<file path="src/rtl/ntt_seq_pkg.sv">
// Shared encodings for the NTT conf phase sequencer: FSM states, phase modes,
// entry field layout {mode, count, conf} and the idle conf code.
package ntt_seq_pkg;

  typedef logic [1:0] state_t;

  localparam state_t ST_IDLE     = 2'd0;
  localparam state_t ST_RUN_FIX  = 2'd1;
  localparam state_t ST_RUN_WAIT = 2'd2;

  localparam logic MODE_FIX  = 1'b0;
  localparam logic MODE_WAIT = 1'b1;

  localparam int CONF_OFS  = 0;
  localparam int IDLE_CONF = 0;

  function automatic int cnt_ofs(input int conf_w);
    return CONF_OFS + conf_w;
  endfunction

  function automatic int mode_ofs(input int conf_w, input int cnt_w);
    return cnt_ofs(conf_w) + cnt_w;
  endfunction

endpackage

</file>
<file path="src/rtl/ntt_seq_table.sv">
// Phase table: DEPTH x ENTRY_W register file, lockable synchronous write,
// asynchronous read, cleared by synchronous reset.
module ntt_seq_table
  import ntt_seq_pkg::*;
#(
  parameter int DEPTH   = 16,
  parameter int AW      = 4,
  parameter int ENTRY_W = 21
) (
  input  logic               i_clk,
  input  logic               i_rst,
  input  logic               i_lock,
  input  logic               i_we,
  input  logic [AW-1:0]      i_waddr,
  input  logic [ENTRY_W-1:0] i_wdata,
  input  logic [AW-1:0]      i_raddr,
  output logic [ENTRY_W-1:0] o_rdata
);

  logic [ENTRY_W-1:0] r_mem [DEPTH];

  always_ff @(posedge i_clk) begin
    if (i_rst) begin
      for (int i = 0; i < DEPTH; i++) begin
        r_mem[i] <= '0;
      end
    end else if (i_we && !i_lock) begin
      r_mem[i_waddr] <= i_wdata;
    end
  end

  assign o_rdata = r_mem[i_raddr];

endmodule

</file>
<file path="src/rtl/ntt_conf_sequencer.sv">
// Table-driven conf sequencer for the NTT top_stage: each phase holds a conf
// code for a fixed dwell or until done_flag, with an optional timeout.
//
// state       | meaning
// ST_IDLE     | conf=0, not busy; a pending start loads entry 0 next cycle
// ST_RUN_FIX  | holding conf for the entry's count cycles (0 acts as 1)
// ST_RUN_WAIT | holding conf until done_flag != 0 or the count times out
module ntt_conf_sequencer
  import ntt_seq_pkg::*;
#(
  parameter int DEPTH   = 16,
  parameter int AW      = 4,
  parameter int CONF_W  = 4,
  parameter int CNT_W   = 16,
  parameter int ENTRY_W = CONF_W + CNT_W + 1
) (
  input  logic               i_clk,
  input  logic               i_rst,
  input  logic               i_cfg_we,
  input  logic [AW-1:0]      i_cfg_addr,
  input  logic [ENTRY_W-1:0] i_cfg_wdata,
  input  logic [AW:0]        i_seq_len,
  input  logic               i_start,
  input  logic               i_abort,
  input  logic [1:0]         i_done_flag,
  output logic [CONF_W-1:0]  o_conf,
  output logic [AW-1:0]      o_phase_idx,
  output logic               o_busy,
  output logic               o_seq_done,
  output logic               o_timeout_err
);

  localparam int CNT_OFS  = cnt_ofs(CONF_W);
  localparam int MODE_OFS = mode_ofs(CONF_W, CNT_W);
  localparam logic [AW:0] LEN_MAX = (AW+1)'(DEPTH);
  localparam logic [CONF_W-1:0] CONF_IDLE = CONF_W'(IDLE_CONF);

  state_t             r_state;
  logic               r_start_pend;
  logic               r_done_pend;
  logic [AW:0]        r_len;
  logic [AW-1:0]      r_idx;
  logic [CNT_W-1:0]   r_cnt;
  logic [CNT_W-1:0]   r_count;
  logic [CONF_W-1:0]  r_conf;
  logic               r_busy;
  logic               r_seq_done;
  logic               r_timeout_err;

  logic [AW-1:0]      w_raddr;
  logic [ENTRY_W-1:0] w_rdata;
  logic [CONF_W-1:0]  w_ent_conf;
  logic [CNT_W-1:0]   w_ent_cnt;
  logic               w_ent_mode;
  logic [AW:0]        w_len_clamp;
  logic               w_last;
  logic               w_cnt_hit;
  logic               w_running;
  logic               w_done_seen;
  logic               w_tmo;
  logic               w_adv;

  // The only entry ever fetched is the next one to be loaded.
  assign w_raddr = r_start_pend ? '0 : r_idx + AW'(1);

  ntt_seq_table #(
    .DEPTH   (DEPTH),
    .AW      (AW),
    .ENTRY_W (ENTRY_W)
  ) u_table (
    .i_clk   (i_clk),
    .i_rst   (i_rst),
    .i_lock  (r_busy),
    .i_we    (i_cfg_we),
    .i_waddr (i_cfg_addr),
    .i_wdata (i_cfg_wdata),
    .i_raddr (w_raddr),
    .o_rdata (w_rdata)
  );

  assign w_ent_conf  = w_rdata[CONF_OFS +: CONF_W];
  assign w_ent_cnt   = w_rdata[CNT_OFS +: CNT_W];
  assign w_ent_mode  = w_rdata[MODE_OFS];
  assign w_len_clamp = (i_seq_len > LEN_MAX) ? LEN_MAX : i_seq_len;

  assign w_last      = ({1'b0, r_idx} == (r_len - (AW+1)'(1)));
  assign w_cnt_hit   = (r_cnt == r_count);
  assign w_running   = (r_state == ST_RUN_WAIT) && !r_done_pend;
  assign w_done_seen = w_running && (i_done_flag != 2'b00);
  assign w_tmo       = w_running && (i_done_flag == 2'b00) && (r_count != '0) && w_cnt_hit;
  assign w_adv       = ((r_state == ST_RUN_FIX) && ((r_count == '0) || w_cnt_hit)) ||
                       ((r_state == ST_RUN_WAIT) && r_done_pend);

  always_ff @(posedge i_clk) begin
    if (i_rst) begin
      r_state       <= ST_IDLE;
      r_start_pend  <= 1'b0;
      r_done_pend   <= 1'b0;
      r_len         <= '0;
      r_idx         <= '0;
      r_cnt         <= '0;
      r_count       <= '0;
      r_conf        <= CONF_IDLE;
      r_busy        <= 1'b0;
      r_seq_done    <= 1'b0;
      r_timeout_err <= 1'b0;
    end else begin
      r_seq_done <= 1'b0;
      if ((r_state != ST_IDLE) && i_abort) begin
        r_state     <= ST_IDLE;
        r_done_pend <= 1'b0;
        r_idx       <= '0;
        r_conf      <= CONF_IDLE;
        r_busy      <= 1'b0;
      end else if (r_state == ST_IDLE) begin
        if (r_start_pend) begin
          r_start_pend <= 1'b0;
          if (r_len == '0) begin
            r_seq_done <= 1'b1;
          end else begin
            r_state     <= (w_ent_mode == MODE_WAIT) ? ST_RUN_WAIT : ST_RUN_FIX;
            r_conf      <= w_ent_conf;
            r_count     <= w_ent_cnt;
            r_cnt       <= CNT_W'(1);
            r_done_pend <= 1'b0;
            r_busy      <= 1'b1;
          end
        end else if (i_start) begin
          r_start_pend  <= 1'b1;
          r_len         <= w_len_clamp;
          r_idx         <= '0;
          r_timeout_err <= 1'b0;
        end
      end else if (w_tmo) begin
        r_state       <= ST_IDLE;
        r_idx         <= '0;
        r_conf        <= CONF_IDLE;
        r_busy        <= 1'b0;
        r_timeout_err <= 1'b1;
      end else if (w_done_seen) begin
        // Handshake completion costs one cycle before the next conf appears.
        r_done_pend <= 1'b1;
      end else if (w_adv) begin
        r_done_pend <= 1'b0;
        if (w_last) begin
          r_state    <= ST_IDLE;
          r_idx      <= '0;
          r_conf     <= CONF_IDLE;
          r_busy     <= 1'b0;
          r_seq_done <= 1'b1;
        end else begin
          r_state <= (w_ent_mode == MODE_WAIT) ? ST_RUN_WAIT : ST_RUN_FIX;
          r_idx   <= r_idx + AW'(1);
          r_conf  <= w_ent_conf;
          r_count <= w_ent_cnt;
          r_cnt   <= CNT_W'(1);
        end
      end else if (r_cnt != '1) begin
        r_cnt <= r_cnt + CNT_W'(1);
      end
    end
  end

  assign o_conf        = r_conf;
  assign o_phase_idx   = r_idx;
  assign o_busy        = r_busy;
  assign o_seq_done    = r_seq_done;
  assign o_timeout_err = r_timeout_err;

endmodule

</file>
<file path="config.mk">
export PLATFORM = sky130hd
export DESIGN_NAME = ntt_conf_sequencer
export DESIGN_NICKNAME = d
export VERILOG_FILES = /design/src/rtl/ntt_seq_pkg.sv /design/src/rtl/ntt_seq_table.sv /design/src/rtl/ntt_conf_sequencer.sv
export SDC_FILE = /design/constraint.sdc
export NUM_CORES = 1
export LEC_CHECK = 0
export ABC_AREA = 1
export BUFFER_PORTS_ARGS = -buffer_cell sky130_fd_sc_hd__buf_2
export CAP_MARGIN = 20
export CORE_UTILIZATION = 55
export CTS_CLUSTER_SIZE = 24
export DETAILED_ROUTE_END_ITERATION = 6
export PLACE_DENSITY_LB_ADDON = 0.2
export SKIP_CTS_REPAIR_TIMING = 1
export SYNTH_ARGS = -nofsm -noshare
export SYNTH_HDL_FRONTEND = slang
export SYNTH_HIERARCHICAL = 1
export SYNTH_SLANG_ARGS = --single-unit
</file>
<file path="constraint.sdc">
create_clock -name i_clk -period 5.4 [get_ports i_clk]
set_input_delay 0.54 -clock i_clk [delete_from_list [all_inputs] [get_ports i_clk]]
set_output_delay 0.54 -clock i_clk [all_outputs]
set_load 0.02 [all_outputs]
</file>
==> results.py <==
metrics = {
    "synthesis": {
        "synthTopCellsByArea": "sky130_fd_sc_hd__edfxtp_1 52%, sky130_fd_sc_hd__nand2_1 12%, sky130_fd_sc_hd__nor2_1 8.7%",
        "synth_top_flop_cell": "sky130_fd_sc_hd__edfxtp_1",
        "yosysWarningCount": 6,
        "yosys_register_bits": 388,
        "postSynthCellCount": 2350,
        "synthesis.area_per_instance_um2": 8.26,
        "synth.most_common_cell": "sky130_fd_sc_hd__nand2_1",
        "synthDominantAreaCellType": "sky130_fd_sc_hd__edfxtp_1",
        "synth_fp_nets": 2390,
        "synth_common_cells": "619 x sky130_fd_sc_hd__nand2_1, 449 x sky130_fd_sc_hd__nor2_1, 340 x sky130_fd_sc_hd__inv_1",
        "synth_seq_area_share_pct": 57.4,
        "async_reset_ff_share_pct": 0,
        "synth_cell_types": 39,
        "post_synth_instance_area_um2": 19400,
        "synth_enable_flop_cells": 336,
        "synth.top_cell.area_share_pct": 52.0,
    },
    "routing": {
        "postRouteWirelength_um": 55500,
        "route.vias.total": 15500,
        "detail_route.vias_per_cell": 5.54,
        "detail_route.wl_per_cell_um": 19.8,
        "detail-route-antenna-nets": 0,
        "drtIter0Drc": 1741,
        "drtPass1Iterations": 7,
        "drcViolationCount": 0,
    },
    "hold_path": {
        "worstHoldPathType": "in2reg",
        "min_path_cells": 3,
    },
    "sta": {
        "skew_ps": 12.6,
        "maximum_frequency_from_static_timing_analysis_mhz": 306,
        "report.final.setup_viol": 0,
        "worst_setup_slack_final_ps": 2130,
        "hold_viol_final": 0,
        "post-route-min-period_ps": 3270,
        "rsz_0062_raised_after_global_routing": "false",
        "max_slew.worst_pin.slew_ps": 1120,
        "layout_worst_path_cycle_share_pct": 60.5,
        "final_max_slew_viol_count": 0,
        "tns_ps": 0,
        "slew_limit_headroom_pct": 25.1,
    },
    "placement": {
        "place.detailed.hpwl_um": 35400,
        "post_dp_cell_area_um2": 19700,
        "port-buffer-count": 47,
        "gp_congestion": 1.06,
        "post-place-ws_ps": 1780,
    },
    "critical_path": {
        "required_ps": 5820,
        "crit_chain": "ha_1 > xnor2_1 > nor2_4 > buf_4 > clkinv_1 > buf_16 > nand3_1 > nand3_1 > nand2_1 > nor2_1 > nand2_1 > a21oi_1",
        "critPathBufInv": 3,
        "crit_cells": 12,
        "worstSetupPathType": "reg2reg",
        "setup_crit_end_kind": "flop",
        "timing.critical_path.from_type": "flop",
        "critical-path-max-stage-delay_ps": 700,
        "timing.critical_path.slowest_stage_cell": "sky130_fd_sc_hd__clkinv_1",
        "family_with_the_most_delay_on_the_worst_path": "buffers and inverters",
        "ff2ff_path_depth": 12,
        "crit_path_arrival_time_ps": 3690,
        "critPathMaxFanout": 43,
    },
    "global_route": {
        "grt_max_degree": 112,
        "grt_first_pass_wirelength_um": 83400,
        "first_global_vias": 14500,
        "grt_util_all_layers_pct": 31.3,
        "grt_antenna_before_repair": 0,
        "overall_overflow_remaining_after_global_route": 0,
    },
    "clocking": {
        "clk_path_buf_depth": 3,
        "cts_htree_levels": 2,
        "worstSkewPairLatency_ps": 550,
        "clock_sinks": 388,
        "clock_transition_at_the_register_clock_pins_on_the_worst_setup_and_hold_paths_after_cts_ps": 60,
        "tritoncts.num_buffers": 41,
        "clockRootBuffer": "sky130_fd_sc_hd__clkbuf_16",
        "tritoncts": "yes",
    },
    "cells_and_area": {
        "fillers": 2992,
        "area_growth_from_synthesis_to_layout_pct": 8.56,
        "register_area_um2": 11100,
        "multi_input_comb_area_um2": 6310,
        "post_route_cell_area_um2": 21100,
        "drive_above_1_share_pct": 7.46,
        "nNetsFinal": 2355,
        "final_design_utilization_pct": 60.8,
        "antennaDiodeCount": 0,
    },
    "floorplan": {
        "design.portCount": 48,
        "std_cell_rows": 68,
        "design.core.area_um2": 34600,
        "die_area_um2": 36000,
        "initial_utilization_pct": 56.0,
        "die_h_um": 190,
        "die_w_um": 190,
    },
    "run": {
        "number_of_max_capacitance_violations_reported": 0,
    },
    "run_status": {
        "run_status": "finished clean",
    },
    "power_and_ir_drop": {
        "power.leakage_nw": 9.64,
        "power_per_cell_area_nw_per_um2": 552,
        "ir_worst_vdd_v": 0.000497,
    },
}
-- stage by stage --
step / std cells / hold slack (ps) / power [mW]
global placement: 2724 / 465 / 8.63
CTS: 2799 / 224 / 11.5
global route: 2802 / 254 / 12.3
detailed placement: 2724 / 461 / 8.69
floorplan: 2350 / 458 / 7.35
finish: 2802 / 244 / 11.6
-- worst reg2reg max path: cells and delay by family (launching register included) --
kind | cells | cell delay (ps)
compound gates | 1 | 50
xor+xnor | 1 | 110
fa+ha+maj | 1 | 220
buf+inv | 3 | 1540
flops | 1 | 490
simple gates | 6 | 730
-- state kept, by name, summed over array words and instances, names as in the netlist --
signal,cells
o_seq_done,1
o_timeout_err,1
r_done_pend,1
o_busy,1
r_len,5
u_table/r_mem,336
r_count,16
r_start_pend,1
r_cnt,16
o_conf,4
r_state,2
o_phase_idx,4
-- power by group --
part | internal [mW] | leakage, nW | switching, mW
Combinational | 1.43 | 5.09 | 3.64
Clock | 1.63 | 0.656 | 1.16
Sequential | 3.52 | 3.90 | 0.247
-- area by class of cell --
class / instances / share of cell area [%]
timing repair buffer: 61 / 1.90
multi-input combinational: 1470 / 29.9
clock buffer: 55 / 5.41
tap: 455 / 2.70
clock inverter: 20 / 0.885
sequential: 388 / 52.8
inverter: 353 / 6.31
-- cell usage in the layout, fill, tap and decap left out, drive strengths merged --
cell / count
clkinv: 17
a31oi: 2
o22ai: 2
o21ai: 9
nor2: 469
xor2: 16
o2111ai: 1
nand4: 19
bufinv: 3
nand2: 625
ha: 3
a211oi: 2
clkbuf: 55
o41ai: 1
dfxtp: 52
nor3: 11
edfxtp: 336
inv: 353
nand3b: 1
a21oi: 14
xnor2: 2
and2: 1
buf: 61
nand3: 292
-- path summary, 6_finish.rpt --
check	startpoint	slack [ps]	end
worst max register to register	o_phase_idx[0]	2130	r_state[0]
worst max-delay path	o_phase_idx[0]	2130	r_state[0]
worst min register to register	o_conf[1]	470	o_conf[1]
worst min-delay path	i_seq_len[3]	240	r_len[3]
-- routing by layer --
layer,part of all wire (%),vias up,track usage [%]
met5,0,-,0
met4,5.3,0,15.3
met3,7.9,166,4.91
met2,48,680,52.3
met1,39,7396,39.8
li1,-,7282,-
-- cells by family after synthesis --
kind of cell             Yosys count  share of synthesized area [%]
buffers and inverters            492                           10.3
flip-flops                       388                           57.4
AO/OA/AOI/OAI                     31                          0.909
AND/OR/NAND/NOR                 1418                           30.5
adder cells (fa/ha/maj)            3                          0.193
XOR/XNOR                          18                          0.812
No activity file was read; power rests on OpenSTA's default activity.
